==> src/rtl/modexp_datapath.sv <==
// Operand capture and multiply/reduce datapath for base^exp mod modulus,
// stepped by an external controller through initialize/en_multiply/en_modulo/done.
module modexp_datapath #(
  parameter int W = 16,
  parameter int E = 8
) (
  input  logic         clk,
  input  logic         reset,
  input  logic         in_valid,
  output logic         in_ready,
  input  logic [W-1:0] in_base,
  input  logic [E-1:0] in_exp,
  input  logic [W-1:0] in_modulus,
  output logic         input_data_ready,
  input  logic         initialize,
  input  logic         en_multiply,
  input  logic         en_modulo,
  input  logic         done,
  output logic         is_multiplication_done,
  output logic [W-1:0] result,
  output logic         result_valid,
  input  logic         result_ack,
  output logic         mod_zero_err
);

  typedef enum logic [1:0] {IDLE, LOADED, RUN, HOLD} state_t;

  state_t         state, next_state;
  logic [W-1:0]   base_r, mod_r, acc_r;
  logic [E-1:0]   exp_r, count_r;
  logic [2*W-1:0] prod_r;
  logic           pending_r;

  logic           run_mul_done;
  logic           mod_step, mul_step;
  logic [2*W-1:0] mul_full;
  logic [W-1:0]   mod_low;

  assign run_mul_done = (count_r == '0) && !pending_r;
  assign mul_full     = (2*W)'(acc_r) * (2*W)'(base_r);
  assign mod_low      = W'(prod_r % (2*W)'(mod_r));

  // A modulo in the same cycle clears pending first, so the multiply is
  // still accepted but consumes the pre-reduction accumulator.
  assign mod_step = en_modulo && pending_r;
  assign mul_step = en_multiply && (count_r != '0) && (!pending_r || mod_step);

  always_ff @(posedge clk) begin
    if (reset) state <= IDLE;
    else       state <= next_state;
  end

  always_comb begin
    next_state = state;
    case (state)
      IDLE:    if (in_valid && (in_modulus != '0)) next_state = LOADED;
      LOADED:  if (initialize) next_state = RUN;
      RUN:     if (done && run_mul_done) next_state = HOLD;
      HOLD:    if (result_ack && result_valid) next_state = IDLE;
      default: next_state = IDLE;
    endcase
  end

  always_comb begin
    in_ready               = (state == IDLE);
    input_data_ready       = (state == LOADED);
    is_multiplication_done = (state == RUN) ? run_mul_done : 1'b1;
  end

  always_ff @(posedge clk) begin
    if (reset) begin
      base_r       <= '0;
      exp_r        <= '0;
      mod_r        <= '0;
      acc_r        <= '0;
      prod_r       <= '0;
      count_r      <= '0;
      pending_r    <= 1'b0;
      result       <= '0;
      result_valid <= 1'b0;
      mod_zero_err <= 1'b0;
    end else begin
      mod_zero_err <= 1'b0;
      case (state)
        IDLE: begin
          if (in_valid) begin
            if (in_modulus != '0) begin
              base_r <= in_base;
              exp_r  <= in_exp;
              mod_r  <= in_modulus;
            end else begin
              mod_zero_err <= 1'b1;
            end
          end
        end
        LOADED: begin
          if (initialize) begin
            acc_r     <= (mod_r == W'(1)) ? '0 : W'(1);
            count_r   <= exp_r;
            prod_r    <= '0;
            pending_r <= 1'b0;
          end
        end
        RUN: begin
          if (mod_step) begin
            acc_r     <= mod_low;
            pending_r <= 1'b0;
          end
          if (mul_step) begin
            prod_r    <= mul_full;
            count_r   <= count_r - E'(1);
            pending_r <= 1'b1;
          end
          if (done && run_mul_done) begin
            result       <= acc_r;
            result_valid <= 1'b1;
          end
        end
        HOLD: begin
          if (result_ack && result_valid) result_valid <= 1'b0;
        end
        default: ;
      endcase
    end
  end

endmodule

==> config.mk <==
export PLATFORM = sky130hd
export DESIGN_NAME = modexp_datapath
export DESIGN_NICKNAME = d
export VERILOG_FILES = /design/src/rtl/modexp_datapath.sv
export SDC_FILE = /design/constraint.sdc
export NUM_CORES = 2
export LEC_CHECK = 0
export BUFFER_PORTS_ARGS = -buffer_cell sky130_fd_sc_hd__buf_2
export CAP_MARGIN = 20
export CORE_ASPECT_RATIO = 0.6
export CORE_MARGIN = 2
export CORE_UTILIZATION = 30
export CTS_CLUSTER_DIAMETER = 50
export CTS_CLUSTER_SIZE = 24
export DETAILED_ROUTE_END_ITERATION = 8
export GPL_TIMING_DRIVEN = 0
export PLACE_DENSITY = 0.45
export SLEW_MARGIN = 10
export SYNTH_ARGS = -nofsm -noshare
export SYNTH_HDL_FRONTEND = slang
export SYNTH_SLANG_ARGS = --single-unit
==> constraint.sdc <==
create_clock -name clk -period 102.5 [get_ports clk]
set_input_delay 15.375 -clock clk [delete_from_list [all_inputs] [get_ports clk]]
set_output_delay 15.375 -clock clk [all_outputs]
set_load 0.02 [all_outputs]
==> impl_results.md <==
* Most used cell, CP: o21a_1
* 1st-iter DRT viols at 2,599
* Syn_nets at 5,464
* Setup_tns at 0 ns
* Period minus WS final at 96.37 ns
* Slew Limit Fails at 0
* Reg2reg path depth at 480
* Clk slew on worst S/H paths at 0.07 ns
* Vias per inst at 5.398
* Gr usage total at 20.87%
* MaxCap Viol Count at 0
* Clk Latency, worst-skew pair at 0.45 ns
* Antenna Cells at 0
* Leading register cell type out of synthesis: dfxtp_1
* Global route overflow at 0
* Hold Path Stages at 2
* EDFF count, synth at 0
* Launching point of the worst reg2reg path: mod_r[4]
* Worst-margin pin slew at 1.150 ns
* Startpoint Class: register
* Hold_ws at 0.4579 ns
* YS warnings at 0
* Vias in the first global route at 32,480
* Fin cells at 6,426
* TritonCTS clock tree: done
* Synth top area share at 17.84%
* CTS buffer count at 17
* Worst Hold Class: register to register
* Nets at 5,624
* Max Fanout on Critical Path at 10
* Chip height at 269.4 µm
* Synth Register Bits at 117
* Drt total wl at 127.3 mm
* Clk_skew at 0.02007 ns
* Area delta synth->final at 13.75%
* Synthesized area at 0.03521 mm²
* Maximum clock rate at 0.01038 GHz
* Slew margin rel. at 22.59%
* H-tree levels at 4
* Critical-path top delay cell: or3_4
* Core box area at 0.1165 mm²
* Die area at 0.1202 mm²
* Initial Util at 30.22%
* Drc violations at 0
* Endpoints failing hold at 0
* Final Wtd Congestion at 0.8831
* Initial antenna violation count at 5
* Fraction of registers with async set/reset at 0%
* Post-synth top area cell: ha_1
* Hold Path Origin: result[11]
* Dpl cells at 6,334
* Post-DRT Antenna Nets at 0
* Layout cells sized above 1 at 13.51%
* Drt wl/cell at 19.81 µm
* First-pass GRT wire length at 198.0 mm
* Critical Path Sink Type: register
* Row cnt at 97
* Root Driver: clkbuf_16
* Count leader, synth: nand2_1
* Post-synthesis cell type count at 129
* Largest stage delay, worst path at 0.47 ns
* Clock Sink Count at 117
* Final period util at 94.02%
* Largest net degree at the start of global routing at 34
* Final core utilization at 34.38%
* Max Buffers Root-to-Sink at 2
* Number of I/O port buffers at 68
* Run status: finished clean
* Type of the worst setup path: register to register
* Post-Syn Instances at 4,719
* Setup violators final at 0
* Post-synthesis sequential area ratio at 6.652%
* Via count at 34,690
* HPWL after detailed placement at 105.5 mm
* I/O pins at 69
* Pre-Repair DR Iteration Count at 5
* Worst reg2reg setup slack at 6.13 ns
* Worst R2R End: acc_r[13]
* Die width at 446.3 µm
* Min-Delay Endpoint: result[11]
* Synth cell count leaders: nand2_1 (608), ha_1 (502), nor2_1 (353), a21oi_1 (327), inv_1 (302)
* Top post-synthesis cells by area: ha_1 (18%), fa_1 (11%), dfxtp_1 (6.7%)
* CP required at 102.81 ns
* Arrival @ worst endpoint at 96.68 ns
* Synthesized area per cell at 7.461 µm²
==> worst max-delay path, delay by kind of cell (launching register included) <==
kind | cells | cell delay [ns]
buffers and inverters | 53 | 10.29
adders and majority gates | 31 | 9.86
DFF | 1 | 0.41
AOI/OAI and AO/OA | 266 | 51.56
muxes | 12 | 3.50
and+or+nand+nor | 118 | 20.32
==> registers in the layout (all words and copies together) (netlist names), 2 cells and up <==
signal,count
base_r,16
exp_r,8
acc_r,16
result,16
count_r,8
prod_r,32
mod_r,16
state,2
==> how the worst max path moves through the flow <==
stage          startpoint         to  slack (ns)  cells after the start
2_1_floorplan    mod_r[0]  acc_r[11]        9.63                    476
3_3_place_gp     mod_r[0]   acc_r[0]      -12.06                    478
3_5_place_dp    mod_r[14]   acc_r[0]      -11.89                    479
4_1_cts          mod_r[4]  acc_r[13]        0.08                    477
5_1_grt          mod_r[4]   acc_r[9]       -0.32                    481
6_report         mod_r[4]  acc_r[13]        6.13                    480
==> routing by layer <==
metal | wire length, µm | vias to the layer above | GRT usage [%]
li1 | - | 17350 | -
met1 | 71340 | 16470 | 34.89
met2 | 46500 | 823 | 27.59
met3 | 8708 | 42 | 3.666
met4 | 773 | 0 | 1.525
met5 | 0 | - | 0
==> layout by cell type, fill, tap and decap left out, types with 64 or more instances in the layout <==
master	netlist	layout
nand2_1	608	602
ha_1	502	496
nor2_1	353	337
a21o_1	97	96
or2_2	64	64
xor2_1	90	90
dfxtp_1	117	111
a21oi_1	327	292
inv_1	302	289
buf_2	14	89
buf_4	6	80
nand3_1	75	72
clkbuf_1	155	119
o21ai_0	157	145
fa_1	195	195
mux2_2	87	87
and2_1	127	126
xnor2_1	119	119
nor3_1	246	239
o21a_1	209	205
o31ai_1	94	89
==> area by class of cell <==
type | instances | area [µm²]
Fill cell | 12470 | 76460
Sequential cell | 117 | 2352
Tap cell | 1534 | 1919
Clock inverter | 14 | 190.2
Timing Repair Buffer | 146 | 1119
Multi-Input combinational cell | 4106 | 31980
Clock buffer | 18 | 429.2
Inverter | 305 | 1150
Buffer | 186 | 908.4
==> through the flow <==
| stage | instance area, µm² | setup WS [ns] |
|---|---|---|
| finish | 40050 | 6.134 |
| global route | 40050 | -0.3222 |
| CTS | 38850 | 0.08456 |
| detailed placement | 37770 | -11.89 |
| global placement | 37470 | -12.06 |
| floorplan | 35210 | 9.631 |
==> logic make-up after synthesis <==
kind of cell / Yosys count / share of synthesized area (%)
XOR/XNOR: 210 / 5.245
adder cells (fa/ha/maj): 697 / 28.93
AND/OR/NAND/NOR: 1762 / 24.06
flip-flops: 117 / 6.652
buffers and inverters: 496 / 5.487
multiplexers: 133 / 4.183
AO/OA/AOI/OAI: 1304 / 25.45
==> repair_timing <==
item,CTS,global route
endpoints found under the hold margin,0,0
cloned,0,0
endpoints found under the setup margin,16,16
setup buffers,11,54
hold buffers,0,0
pin swaps,10,40
resized for setup,121,223
Power is left out: the tool's default activity adds up to more than one toggle a clock period on the data nets, which glitch-free logic cannot reach.
